**config.mk**
```make
export PLATFORM = sky130hd
export DESIGN_NAME = numberle_game_ctrl
export DESIGN_NICKNAME = d
export VERILOG_FILES = /design/src/rtl/numberle_pkg.sv /design/src/rtl/numberle_btn_edge.sv /design/src/rtl/numberle_game_ctrl.sv
export SDC_FILE = /design/constraint.sdc
export NUM_CORES = 1
export LEC_CHECK = 0
export CORE_UTILIZATION = 48
export CTS_CLUSTER_SIZE = 12
export DETAILED_ROUTE_END_ITERATION = 6
export PLACE_DENSITY = 0.68
export SYNTH_ARGS = -nofsm -noshare
export SYNTH_HDL_FRONTEND = slang
export SYNTH_SLANG_ARGS = --single-unit
```
**constraint.sdc**
```tcl
create_clock -name clock -period 3.77 [get_ports clock]
set_input_delay 0.754 -clock clock [delete_from_list [all_inputs] [get_ports clock]]
set_output_delay 0.754 -clock clock [all_outputs]
set_load 0.02 [all_outputs]
```
**src/rtl/numberle_pkg.sv**
```systemverilog
// Shared types and constants for the Numberle game controller.
// Feedback encoding: one 3-bit group per digit, exactly one bit set.
package numberle_pkg;

   typedef enum logic [2:0] {
      ST_SET   = 3'd0,
      ST_GUESS = 3'd1,
      ST_CHECK = 3'd2,
      ST_WIN   = 3'd3,
      ST_LOSE  = 3'd4
   } state_e;

   localparam logic [3:0] BLANK = 4'hF;

   localparam int FB_LT = 2;
   localparam int FB_EQ = 1;
   localparam int FB_GT = 0;

   function automatic logic [2:0] digit_feedback(input logic [3:0] s, input logic [3:0] g);
      logic [2:0] fb;
      fb = 3'b000;
      if (s < g) begin
         fb[FB_LT] = 1'b1;
      end else if (s == g) begin
         fb[FB_EQ] = 1'b1;
      end else begin
         fb[FB_GT] = 1'b1;
      end
      return fb;
   endfunction

endpackage

```
**src/rtl/numberle_btn_edge.sv**
```systemverilog
// Two-flop synchroniser followed by a rising-edge detector.
// pulse is high for exactly one clock per rising edge of btn_in.
module numberle_btn_edge
   import numberle_pkg::*;
(
   input  logic clock,
   input  logic reset_n,
   input  logic btn_in,
   output logic pulse
);

   // [0],[1] synchronise; [2] remembers the previous synchronised level
   logic [2:0] sync_q;
   logic [2:0] sync_d;

   always_comb begin
      sync_d = {sync_q[1:0], btn_in};
   end

   always_ff @(posedge clock or negedge reset_n) begin
      if (!reset_n) begin
         sync_q <= 3'b000;
      end else begin
         sync_q <= sync_d;
      end
   end

   assign pulse = sync_q[1] & ~sync_q[2];

endmodule

```
**src/rtl/numberle_game_ctrl.sv**
```systemverilog
// Numberle game controller: secret/guess entry, per-digit compare, try counting
// and multiplexed seven-segment display scanning, all in one clock domain.
module numberle_game_ctrl
   import numberle_pkg::*;
#(
   parameter int NUM_DIGITS = 4,
   parameter int MAX_TRIES  = 7,
   parameter int SCAN_DIV   = 100000
) (
   input  logic                      clock,
   input  logic                      reset_n,
   input  logic                      key_valid,
   input  logic [3:0]                key_value,
   input  logic                      btn_next,
   input  logic                      btn_submit,
   input  logic                      btn_restart,
   output logic [NUM_DIGITS-1:0]     anode,
   output logic [3:0]                hex_out,
   output logic                      dp,
   output logic [3*NUM_DIGITS-1:0]   led,
   output logic [3:0]                tries_used,
   output logic                      win,
   output logic                      lose
);

   localparam int CUR_W  = $clog2(NUM_DIGITS);
   localparam int TICK_W = $clog2(SCAN_DIV);
   localparam logic [CUR_W-1:0]      LAST_DIGIT = CUR_W'(NUM_DIGITS - 1);
   localparam logic [TICK_W-1:0]     LAST_TICK  = TICK_W'(SCAN_DIV - 1);
   localparam logic [3:0]            MAX_T      = 4'(MAX_TRIES);
   localparam logic [NUM_DIGITS-1:0] ANODE_TOP  = {1'b1, {(NUM_DIGITS-1){1'b0}}};

   typedef logic [NUM_DIGITS-1:0][3:0] digits_t;
   localparam digits_t ALL_BLANK = {NUM_DIGITS{BLANK}};

   logic next_p;
   logic submit_p;
   logic restart_p;

   state_e                  state_q, state_d;
   digits_t                 secret_q, secret_d;
   digits_t                 guess_q, guess_d;
   logic [CUR_W-1:0]        cursor_q, cursor_d;
   logic [3:0]              tries_q, tries_d;
   logic [3*NUM_DIGITS-1:0] led_q, led_d;
   logic                    win_q, win_d;
   logic                    lose_q, lose_d;

   logic [TICK_W-1:0]       tick_q, tick_d;
   logic [CUR_W-1:0]        scan_idx_q, scan_idx_d;
   logic                    scan_on_q, scan_on_d;
   logic [NUM_DIGITS-1:0]   anode_q, anode_d;
   logic [3:0]              hex_q, hex_d;
   logic                    dp_q, dp_d;

   logic                    secret_full;
   logic                    guess_full;
   logic                    all_eq;
   logic [3*NUM_DIGITS-1:0] fb_vec;
   logic                    key_ok;
   logic [CUR_W-1:0]        cursor_inc;
   digits_t                 disp_buf;

   numberle_btn_edge u_next (
      .clock   (clock),
      .reset_n (reset_n),
      .btn_in  (btn_next),
      .pulse   (next_p)
   );

   numberle_btn_edge u_submit (
      .clock   (clock),
      .reset_n (reset_n),
      .btn_in  (btn_submit),
      .pulse   (submit_p)
   );

   numberle_btn_edge u_restart (
      .clock   (clock),
      .reset_n (reset_n),
      .btn_in  (btn_restart),
      .pulse   (restart_p)
   );

   always_comb begin
      secret_full = 1'b1;
      guess_full  = 1'b1;
      all_eq      = 1'b1;
      fb_vec      = '0;
      for (int i = 0; i < NUM_DIGITS; i++) begin
         if (secret_q[i] == BLANK) secret_full = 1'b0;
         if (guess_q[i] == BLANK)  guess_full  = 1'b0;
         if (secret_q[i] != guess_q[i]) all_eq = 1'b0;
         fb_vec[3*i +: 3] = digit_feedback(secret_q[i], guess_q[i]);
      end
   end

   always_comb begin
      state_d    = state_q;
      secret_d   = secret_q;
      guess_d    = guess_q;
      cursor_d   = cursor_q;
      tries_d    = tries_q;
      led_d      = led_q;
      key_ok     = key_valid && (key_value <= 4'd9);
      cursor_inc = (cursor_q == LAST_DIGIT) ? '0 : cursor_q + 1'b1;

      if (restart_p) begin
         state_d  = ST_SET;
         secret_d = ALL_BLANK;
         guess_d  = ALL_BLANK;
         cursor_d = '0;
         tries_d  = 4'd0;
         led_d    = '0;
      end else begin
         case (state_q)
            ST_SET: begin
               if (submit_p) begin
                  if (secret_full) begin
                     guess_d  = ALL_BLANK;
                     cursor_d = '0;
                     state_d  = ST_GUESS;
                  end
               end else begin
                  // key lands at the old cursor even when next moves it this cycle
                  if (key_ok) secret_d[cursor_q] = key_value;
                  if (next_p) cursor_d = cursor_inc;
               end
            end
            ST_GUESS: begin
               if (submit_p) begin
                  if (guess_full) state_d = ST_CHECK;
               end else begin
                  if (key_ok) guess_d[cursor_q] = key_value;
                  if (next_p) cursor_d = cursor_inc;
               end
            end
            ST_CHECK: begin
               led_d   = fb_vec;
               tries_d = (tries_q < MAX_T) ? tries_q + 4'd1 : tries_q;
               if (all_eq) begin
                  led_d   = '1;
                  state_d = ST_WIN;
               end else if ((tries_q + 4'd1) >= MAX_T) begin
                  state_d = ST_LOSE;
               end else begin
                  guess_d  = ALL_BLANK;
                  cursor_d = '0;
                  state_d  = ST_GUESS;
               end
            end
            ST_WIN: begin
               led_d = '1;
            end
            ST_LOSE: begin
               led_d = led_q;
            end
            default: begin
               state_d = ST_SET;
            end
         endcase
      end

      win_d  = (state_d == ST_WIN);
      lose_d = (state_d == ST_LOSE);
   end

   // Display path: free-running scan, blank until the first slot advance
   always_comb begin
      tick_d     = (tick_q == LAST_TICK) ? '0 : tick_q + 1'b1;
      scan_idx_d = scan_idx_q;
      scan_on_d  = scan_on_q;
      if (tick_q == LAST_TICK) begin
         scan_idx_d = (scan_idx_q == LAST_DIGIT) ? '0 : scan_idx_q + 1'b1;
         scan_on_d  = 1'b1;
      end

      disp_buf = ((state_q == ST_GUESS) || (state_q == ST_CHECK)) ? guess_q : secret_q;
      anode_d  = '1;
      hex_d    = BLANK;
      dp_d     = 1'b1;
      if (scan_on_q) begin
         anode_d = ~(ANODE_TOP >> scan_idx_q);
         hex_d   = disp_buf[scan_idx_q];
         if (state_q == ST_WIN) begin
            dp_d = 1'b0;
         end else if (((state_q == ST_SET) || (state_q == ST_GUESS)) && (cursor_q == scan_idx_q)) begin
            dp_d = 1'b0;
         end
      end
   end

   always_ff @(posedge clock or negedge reset_n) begin
      if (!reset_n) begin
         state_q    <= ST_SET;
         secret_q   <= ALL_BLANK;
         guess_q    <= ALL_BLANK;
         cursor_q   <= '0;
         tries_q    <= 4'd0;
         led_q      <= '0;
         win_q      <= 1'b0;
         lose_q     <= 1'b0;
         tick_q     <= '0;
         scan_idx_q <= '0;
         scan_on_q  <= 1'b0;
         anode_q    <= '1;
         hex_q      <= BLANK;
         dp_q       <= 1'b1;
      end else begin
         state_q    <= state_d;
         secret_q   <= secret_d;
         guess_q    <= guess_d;
         cursor_q   <= cursor_d;
         tries_q    <= tries_d;
         led_q      <= led_d;
         win_q      <= win_d;
         lose_q     <= lose_d;
         tick_q     <= tick_d;
         scan_idx_q <= scan_idx_d;
         scan_on_q  <= scan_on_d;
         anode_q    <= anode_d;
         hex_q      <= hex_d;
         dp_q       <= dp_d;
      end
   end

   assign anode      = anode_q;
   assign hex_out    = hex_q;
   assign dp         = dp_q;
   assign led        = led_q;
   assign tries_used = tries_q;
   assign win        = win_q;
   assign lose       = lose_q;

endmodule

```
---- Yosys cells after proc, flatten, opt, wreduce, memory -nomap -nowiden ----
Index checks and enable logic that the tools add are counted.
word-level totals
  bits in registers ....................... 93
  output and inout bits ................... 27
  logic and storage cells ................. 173
operators by class
  add/sub/neg operators ................... 4
  magnitude comparators ................... 10
  eq/ne operators ......................... 34
  shift operators ......................... 1
  mux-type cells .......................... 77
  bitwise gates (word level) .............. 7
  reductions and logical operators ........ 17
operators with widths
  kind                                                                   count
  16-bit two-way mux                                                     12
  16-bit case mux with 3 select lines                                    1
  16-bit bitwise mux                                                     2
  4-bit equality test, second input constant                             8
  4-bit two-way mux                                                      7
  1-bit two-way mux                                                      27
  2-bit two-way mux                                                      13
  12-bit two-way mux                                                     2
  12-bit case mux with 2 select lines                                    1
  3-bit two-way mux                                                      7
  3-bit inequality test, second input constant                           6
  17-bit by 1-bit adder with 17-bit output, second input constant        1
  17-bit equality test, second input constant                            1
  17-bit two-way mux                                                     1
  4-bit equality test                                                    4
  4-bit < comparator                                                     4
  4-bit inequality test                                                  4
  3-bit case mux with 4 select lines                                     1
  3-bit by 2-bit equality test with 1-bit output, second input constant  3
  4-bit binary-select mux with 2-bit select                              1
  4-bit demux with 2-bit select                                          1
  2-bit nonzero test                                                     4
  7-bit AND reduction                                                    1
  3-bit equality test, second input constant                             2
  26 further kinds                                                       36

---- Longest topological paths before layout ----
Gate-level depths: netlist (run 1).
  depth in word-level cells ............... 10
  depth in mapped cells ................... 8
  depth with buffers taken out ............ 7

---- Hierarchy ----
From an unflattened synthesis (run 1), not the netlist that was laid out.
unflattened totals
  cells, all modules ...................... 448
  area, all modules ....................... 4948.5 sq um
modules (own cells, without submodules)
  module              instances  cells an instance  area an instance (sq um)  sequential area each (sq um)
  numberle_game_ctrl  1          436                4682.0                    2153.3
  numberle_btn_edge   3          4                  88.8                      75.1

---- Worst setup path after synthesis (run 1) ----
Ideal clock, no wire load.
  path type ............................... register -> register
  from .................................... register guess_q[1] (netlist name)
  to ...................................... register guess_q[10] (netlist name)
  setup time .............................. 0.088 ns
  data arrival time ....................... 2.109 ns
  required time ........................... 3.682 ns
  slack ................................... 1.573 ns
  stages on the path, launching flop included .. 9
  path buffers ............................ 1
  clock period less this slack ............ 2.197 ns
  cells stage by stage .................... dfstp_2 -> inv_1 -> ha_1 -> nand4_1 -> nor4_4 -> nor3_2 -> a211oi_4 -> buf_6 -> o22ai_1
on the way
  word-level cells in the longest chain between the ends .. 7
ends and longest elaborated chain
  element                          line                       RTL
  start: declaration               numberle_game_ctrl.sv:42   digits_t guess_q, guess_d;
  start signal: assignment         numberle_game_ctrl.sv:212  guess_q <= guess_d;
  4-bit inequality test            numberle_game_ctrl.sv:93   if (secret_q[i] != guess_q[i]) all_eq = 1'b0;
  1-bit two-way mux (4 in series)  numberle_game_ctrl.sv:93
  3-bit inequality test (no line)  -
  7-bit AND reduction (no line)    -
Every way passes these cells.
A chain may end at the register's enable or synchronous reset.

---- Worst setup path in the final report (run 1) ----
  from .................................... register guess_q[2] (netlist name)
  to ...................................... register cursor_q[1]
on the way
  word-level cells in the longest chain between the ends .. 7
ends and longest elaborated chain
  element                          line                       RTL
  4-bit inequality test            numberle_game_ctrl.sv:93
  1-bit two-way mux (4 in series)  numberle_game_ctrl.sv:93
  3-bit inequality test (no line)  -
  5-bit AND reduction (no line)    -
  end signal: assignment           numberle_game_ctrl.sv:213  cursor_q <= cursor_d;
  end: declaration                 numberle_game_ctrl.sv:43   logic [CUR_W-1:0] cursor_q, cursor_d;
Every way passes these cells.

==> results of run 1 <==
## routing by layer
| metal | up-vias | track usage [%] | wire [um] |
|---|---|---|---|
| met5 | - | 0 | 0 |
| met4 | 0 | 9.43 | 190 |
| met3 | 14 | 3.86 | 609 |
| met2 | 130 | 34.6 | 4880 |
| met1 | 1729 | 32.0 | 5080 |
| li1 | 1691 | - | - |
## worst max-delay path: cells and delay by family (launching register included)
kind	cells	cell delay, ns
adders and majority gates	1	0.30
and+or+nand+nor	3	0.77
buffers and inverters	1	0.08
DFF	1	0.57
AOI/OAI and AO/OA	2	1.05
## synthesized netlist by cell type, types with 5 or more instances
| master | instances | area share, % |
|---|---|---|
| dfrtp_1 | 52 | 27 |
| dfstp_2 | 41 | 22 |
| inv_1 | 37 | 2.8 |
| ha_1 | 27 | 6.9 |
| nor2_1 | 27 | 2.1 |
| nand2_1 | 25 | 1.9 |
| mux2_2 | 18 | 4.1 |
| o22ai_1 | 16 | 2.0 |
| nand2b_1 | 14 | 1.8 |
| nand4_1 | 13 | 1.7 |
| nor4_1 | 13 | 1.7 |
| or3_1 | 13 | 1.7 |
| a21oi_1 | 11 | 1.1 |
| nand3_1 | 11 | 1.1 |
| xnor2_1 | 11 | 2.0 |
| nor2b_1 | 8 | 1.0 |
| o311ai_0 | 8 | 1.4 |
| mux4_2 | 7 | 3.2 |
| nor3_1 | 7 | 0.72 |
| o21ai_0 | 7 | 0.72 |
| xor2_1 | 7 | 1.3 |
| a211oi_1 | 6 | 0.92 |
| a21oi_2 | 5 | 0.89 |
| o22a_1 | 5 | 0.89 |
## state kept, by name, summed over array words and instances, names as in the netlist
signal,count
cursor_q,2
state_q,3
secret_q,16
tries_used,4
win,1
dp,1
lose,1
led,12
anode,4
u_next.sync_q,3
u_restart.sync_q,3
tick_q,17
scan_idx_q,2
hex_out,4
scan_on_q,1
u_submit.sync_q,3
guess_q,16
## cell families after synthesis
family          count (synthesis)  synth area share, %
compound gates                 79                 12.1
mux                            26                 7.90
flops                          93                 48.6
xor+xnor                       18                 3.22
simple gates                  152                 17.3
fa+ha+maj                      27                 6.90
buf+inv                        47                 3.96
## report_power, final
part / switching, mW / leakage [nW] / internal, mW / total, mW
Sequential: 0.0947 / 1.12 / 1.11 / 1.20
Clock: 0.343 / 0.0938 / 0.327 / 0.670
Combinational: 0.318 / 1.22 / 0.252 / 0.570
## metrics by stage
step / area [sq um] / setup WS, ns / cells
floorplan: 4890 / 1.57 / 442
global placement: 5380 / 1.01 / 603
detailed placement: 5380 / 0.974 / 603
CTS: 5570 / 0.969 / 619
global route: 5570 / 0.803 / 619
finish: 5570 / 0.952 / 619
## how the worst min path moves through the flow
stage	depth (start not counted)	endpoint	start	slack [ns]
2_1_floorplan	0	u_next.sync_q[1]	u_next.sync_q[0]	0.33
3_3_place_gp	0	u_submit.sync_q[1]	u_submit.sync_q[0]	0.33
3_5_place_dp	0	u_submit.sync_q[1]	u_submit.sync_q[0]	0.33
4_1_cts	0	u_submit.sync_q[1]	u_submit.sync_q[0]	0.36
5_1_grt	0	u_next.sync_q[1]	u_next.sync_q[0]	0.38
6_report	0	u_submit.sync_q[1]	u_submit.sync_q[0]	0.36
## cell type report
| class | count | share of cell area, % |
|---|---|---|
| well taps | 133 | 2.99 |
| multi-input cells | 302 | 41.7 |
| clock buffers | 13 | 2.67 |
| clock inverters | 3 | 0.831 |
| inverters | 37 | 2.49 |
| flip-flops and latches | 93 | 42.7 |
| repair buffers | 38 | 6.69 |
## cells in the final DEF (no fill, tap or decap), types with 2 or more instances in the layout
master,Yosys,layout
nor4_1,13,13
o21ai_0,7,7
nor3_1,7,7
clkdlybuf4s50_1,0,35
a21oi_2,5,5
nor3b_1,2,2
o311ai_0,8,8
mux4_2,7,7
nor2_1,27,27
or3_2,2,2
dfstp_2,41,41
a211oi_1,6,6
buf_4,1,3
ha_1,27,27
xor2_1,7,7
dfrtp_1,52,52
inv_1,37,37
or2_2,2,2
nor2b_1,8,8
or3_1,13,13
clkbuf_8,0,10
a21oi_1,11,11
mux2_2,18,18
o221a_2,4,4
o22ai_1,16,16
nand3_1,11,11
and3_1,4,4
nand2_1,25,25
nand4_1,13,13
clkbuf_1,3,3
nand2b_1,14,14
a21boi_0,3,3
xnor2_1,11,11
a41oi_1,3,3
o22a_1,5,5
==> metrics.md, run 1 <==
| Metric | Value |
|---|---|
| Outcome | complete, no violations |
| Total power | 2.44 mW |
| Endpoints failing hold | 0 |
| First-pass GRT wire length | 17900 um |
| Core footprint | 9820 sq um |
| Nets | 518 |
| F_max | 355 MHz |
| Crit path arrival time | 3.13 ns |
| Die Area | 10600 sq um |
| DR vias | 3564 |
| Fin Setup TNS | 0 ns |
| Worst stage delay on the critical path | 0.78 ns |
| RSZ-0062 raised after global routing | no |
| Final core utilization | 56.8% |
| WL final | 10800 um |
| Max Cap Viol | 0 |
| Syn nets | 479 |
| Total GRT Usage | 22.6% |
| Worst setup path start | guess_q[2] |
| Pre-Repair DR Iteration Count | 5 |
| Least-Margin Pin Slew | 1.03 ns |
| Antenna violations before repair | 0 |
| Clock-pin slew on the worst setup and hold paths | 0.09 ns |
| Diode count | 0 |
| Setup Crit Path Kind | reg -> reg |
| Drt initial violations | 228 |
| Synth Flop Type | dfrtp_1 |
| Critical path cell sequence | inv_1 -> ha_1 -> nand4_1 -> nor4_4 -> nor3_2 -> a211oi_4 -> a221o_1 |
| Ys async rst share | 100% |
| Worst reg2reg path endpoint | cursor_q[1] |
| I/O Pins | 37 |
| Mean Syn Cell Area | 11.1 sq um |
| Slowest-stage cell, CP | a211oi_4 |
| Total grt overflow | 0 |
| Total CTS buffers | 9 |
| H-tree Lvls | 3 |
| CP Max Fanout | 18 |
| Die span in y | 103 um |
| EDFF count, synth | 0 |
| Post-cts hold buffer count | 0 |
| Netlist cell types | 59 |
| Final Max Slew Viols | 0 |
| Setup crit end kind | flop |
| Clock skew | 0.0169 ns |
| Routed length per instance | 17.4 um |
| RD Place Congestion | 0.875 |
| Worst R2R Path Depth | 7 |
| # DRC | 0 |
| Worst-Skew Late Latency | 0.37 ns |
| Critical Path RT | 4.09 ns |
| Worst setup path endpoint | cursor_q[1] |
| Register bit total from synthesis | 93 |
| Fill count | 847 |
| Finish-stage setup viols | 0 |
| Post-layout min period | 2.82 ns |
| Starting Density | 49.8% |
| Min-delay worst type | reg -> reg |
| Area of the multi-input gates | 2320 sq um |
| Max-Slew Margin vs Limit | 31.6% |
| Post-cts resize count | 0 |
| Layout cells sized above 1 | 21.6% |
| Area grow syn2layout | 13.9% |
| Max IR drop VDD | 0.222 mV |
| R2r setup slk | 0.95 ns |
| Reg2Reg Launch Point | guess_q[2] |
| Post-synthesis sequential area ratio | 48.6% |
| CTS tree | done |
| Clk root buf | clkbuf_8 |
| Largest net degree at the start of global routing | 86 |
| Startpoint types | flop |
| Synthesized instance count | 442 |
| Seq. cell area | 2380 sq um |
| Final hold slack | 0.355 ns |
| Via density | 5.76 |
| Leak pwr | 2.43 nW |
| Clock Path Buffers | 2 |
| Power per Cell Area | 438 nW/um^2 |
| Post-route ant nets | 0 |
| IO buf count | 36 |
| HPWL after DPL | 8010 um |
| Rows | 36 |
| Die W | 103 um |
| Vias in the first global route | 3457 |
| CTS sink cnt | 93 |
| Netlist Area Pre-Place | 4890 sq um |
| Period utilization | 74.8% |
| Yosys warns | 0 |
| Setup bufs post-CTS | 0 |
No activity file was read; power rests on OpenSTA's default activity.
==> run 2, diff against run 1 <==
Clock period 3.77 ns to 2.89 ns, I/O delays scaled along.
==> run 2 against run 1 <==
Highest routed layer unchanged. Non-clock buffer count is 8 higher. Power rose by 34%. Largest power group unchanged. Cell count is 1.3% higher. Combinational power is 34% higher. Register-to-register slack worse by 0.46 ns. Die area stayed put.
==> metrics.md, run 2 (same netlist as run 1, synthesis figures left out) <==
| Metric | Value |
|---|---|
| Placed cells | 611 |
| Register share of total power | 48.1% |
| Least-Margin Pin Slew | 0.861 ns |
| Setup Crit Path Kind | reg -> reg |
| Seq. cell area | 2380 sq um |
| Switching fraction of total power | 31.9% |
| Core footprint | 9820 sq um |
| Fill count | 882 |
| Antenna violations before repair | 0 |
| Reg2Reg Launch Point | guess_q[1] |
| Clock-pin slew on the worst setup and hold paths | 0.10 ns |
| Worst setup path start | guess_q[1] |
| IO buf count | 36 |
| Critical Path RT | 3.21 ns |
| Rows | 36 |
| Area grow syn2layout | 15.7% |
| Final core utilization | 57.7% |
| DR vias | 3660 |
| Most common cell after layout, fill and taps aside | dfrtp_1 |
| Critical path cell sequence | inv_1 -> ha_1 -> nand4_1 -> nor4_4 -> nor3_2 -> a211oi_4 -> buf_4 -> a221o_1 |
| Routed length per instance | 17.9 um |
| Design Area, Final | 5660 sq um |
| Drt initial violations | 257 |
| Layout cells sized above 1 | 23.5% |
| Starting Density | 49.8% |
| Layout Cells excl Fill | 627 |
| Clock Path Buffers | 2 |
| Endpoints failing hold | 0 |
| Post-layout min period | 2.39 ns |
| Clock skew | 0.00910 ns |
| Slowest-stage cell, CP | dfstp_2 |
| Die W | 103 um |
| Setup bufs post-CTS | 0 |
| Area of the multi-input gates | 2320 sq um |
| Nets | 526 |
| Comb pwr share | 23.3% |
| RD Place Congestion | 0.870 |
| First-pass GRT wire length | 18300 um |
| I/O Pins | 37 |
| Largest net degree at the start of global routing | 42 |
| Max IR drop VDD | 0.295 mV |
| WL final | 11200 um |
| RSZ-0062 raised after global routing | no |
| # DRC | 0 |
| Post-route ant nets | 0 |
| Die span in y | 103 um |
| Finish-stage setup viols | 0 |
| Via density | 5.84 |
| Power per Cell Area | 578 nW/um^2 |
| Largest regs | tick_q: 17 flops, guess_q: 16 flops, secret_q: 16 flops |
| Clk root buf | clkbuf_8 |
| Most frequent cells in the layout | 52 x dfrtp_1, 41 x dfstp_2, 37 x inv_1 |
| Period utilization | 82.9% |
| Die Area | 10600 sq um |
| CTS sink cnt | 93 |
| Top reg by flops | tick_q |
| Post-cts resize count | 0 |
| Max Cap Viol | 0 |
| Setup crit end kind | flop |
| Outcome | complete, no violations |
| Startpoint types | flop |
| F_max | 418 MHz |
| Largest register FFs | 17 |
| Total CTS buffers | 9 |
| Vias in the first global route | 3457 |
| Final Max Slew Viols | 0 |
| Total grt overflow | 0 |
| Worst-Skew Late Latency | 0.37 ns |
| Fin Setup TNS | 0 ns |
| R2r setup slk | 0.50 ns |
| Post-cts hold buffer count | 0 |
| Worst reg2reg path endpoint | cursor_q[1] |
| Diode count | 0 |
| Min-delay worst type | in -> async |
| Total GRT Usage | 23.3% |
| CTS tree | done |
| H-tree Lvls | 3 |
| Worst R2R Path Depth | 8 |
| CP Max Fanout | 18 |
| HPWL after DPL | 8450 um |
| Dpl cell area | 5450 sq um |
| Leak pwr | 2.49 nW |
| Clock Power Share | 28.6% |
| NetSw | 1.04 mW |
| Cell internal pwr | 2.23 mW |
| Crit path arrival time | 2.71 ns |
| Pre-Repair DR Iteration Count | 5 |
| Max-Slew Margin vs Limit | 42.3% |
| Worst stage delay on the critical path | 0.60 ns |
## run 2: cell types whose count changed in the layout (fill, tap and decap cells not counted), sizes merged
cell | before | now
clkinvlp | 1 | 0
buf | 3 | 11
inv | 37 | 42
clkinv | 1 | 0
clkbuf | 13 | 10
## run 2: cell type report
class                   count  area share (%)
repair buffers             46            7.87
clock inverters             6            1.30
flip-flops and latches     93            42.0
inverters                  37            2.45
well taps                 133            2.94
multi-input cells         302            41.0
clock buffers              10            2.43
## run 2: power by group through the flow
| stage | Sequential (mW) | Clock [mW] | Combinational [mW] |
|---|---|---|---|
| 2_1_floorplan | 1.53 | 0 | 0.563 |
| 3_3_place_gp | 1.59 | 0 | 0.730 |
| 3_5_place_dp | 1.59 | 0 | 0.752 |
| 4_1_cts | 1.57 | 0.957 | 0.759 |
| 5_1_grt | 1.58 | 1.01 | 0.844 |
| 6_report | 1.57 | 0.937 | 0.764 |
## run 2: worst max path at each step
stage | slack, ns | endpoint | depth (start not counted)
2_1_floorplan | 0.69 | guess_q[10] | 8
4_1_cts | 0.52 | cursor_q[1] | 8
3_3_place_gp | 0.44 | secret_q[12] | 6
3_5_place_dp | 0.38 | secret_q[3] | 6
5_1_grt | 0.32 | led[10] | 7
6_report | 0.50 | cursor_q[1] | 8
## run 2: critical path, delay by kind of cell (launching register included)
| family | cells | cell delay, ns |
|---|---|---|
| flip-flops | 1 | 0.60 |
| AND/OR/NAND/NOR | 3 | 0.64 |
| buffers and inverters | 2 | 0.38 |
| AO/OA/AOI/OAI | 2 | 0.43 |
| adder cells (fa/ha/maj) | 1 | 0.30 |
## run 2: through the flow
step                hold slack [ns]  setup slack, ns  total power, mW
finish                        0.177            0.495             3.28
global route                  0.221            0.318             3.44
CTS                           0.187            0.515             3.29
detailed placement            0.336            0.385             2.34
global placement              0.334            0.438             2.32
floorplan                     0.282            0.693             2.10
## run 2: metal layers
metal  part of all wire [%]  routed length [um]  GRT usage, %
met3                    5.9                 664          4.27
met1                     46                5200          33.4
met4                    2.7                 302          10.4
met5                      0                   0             0
met2                     45                5060          34.3
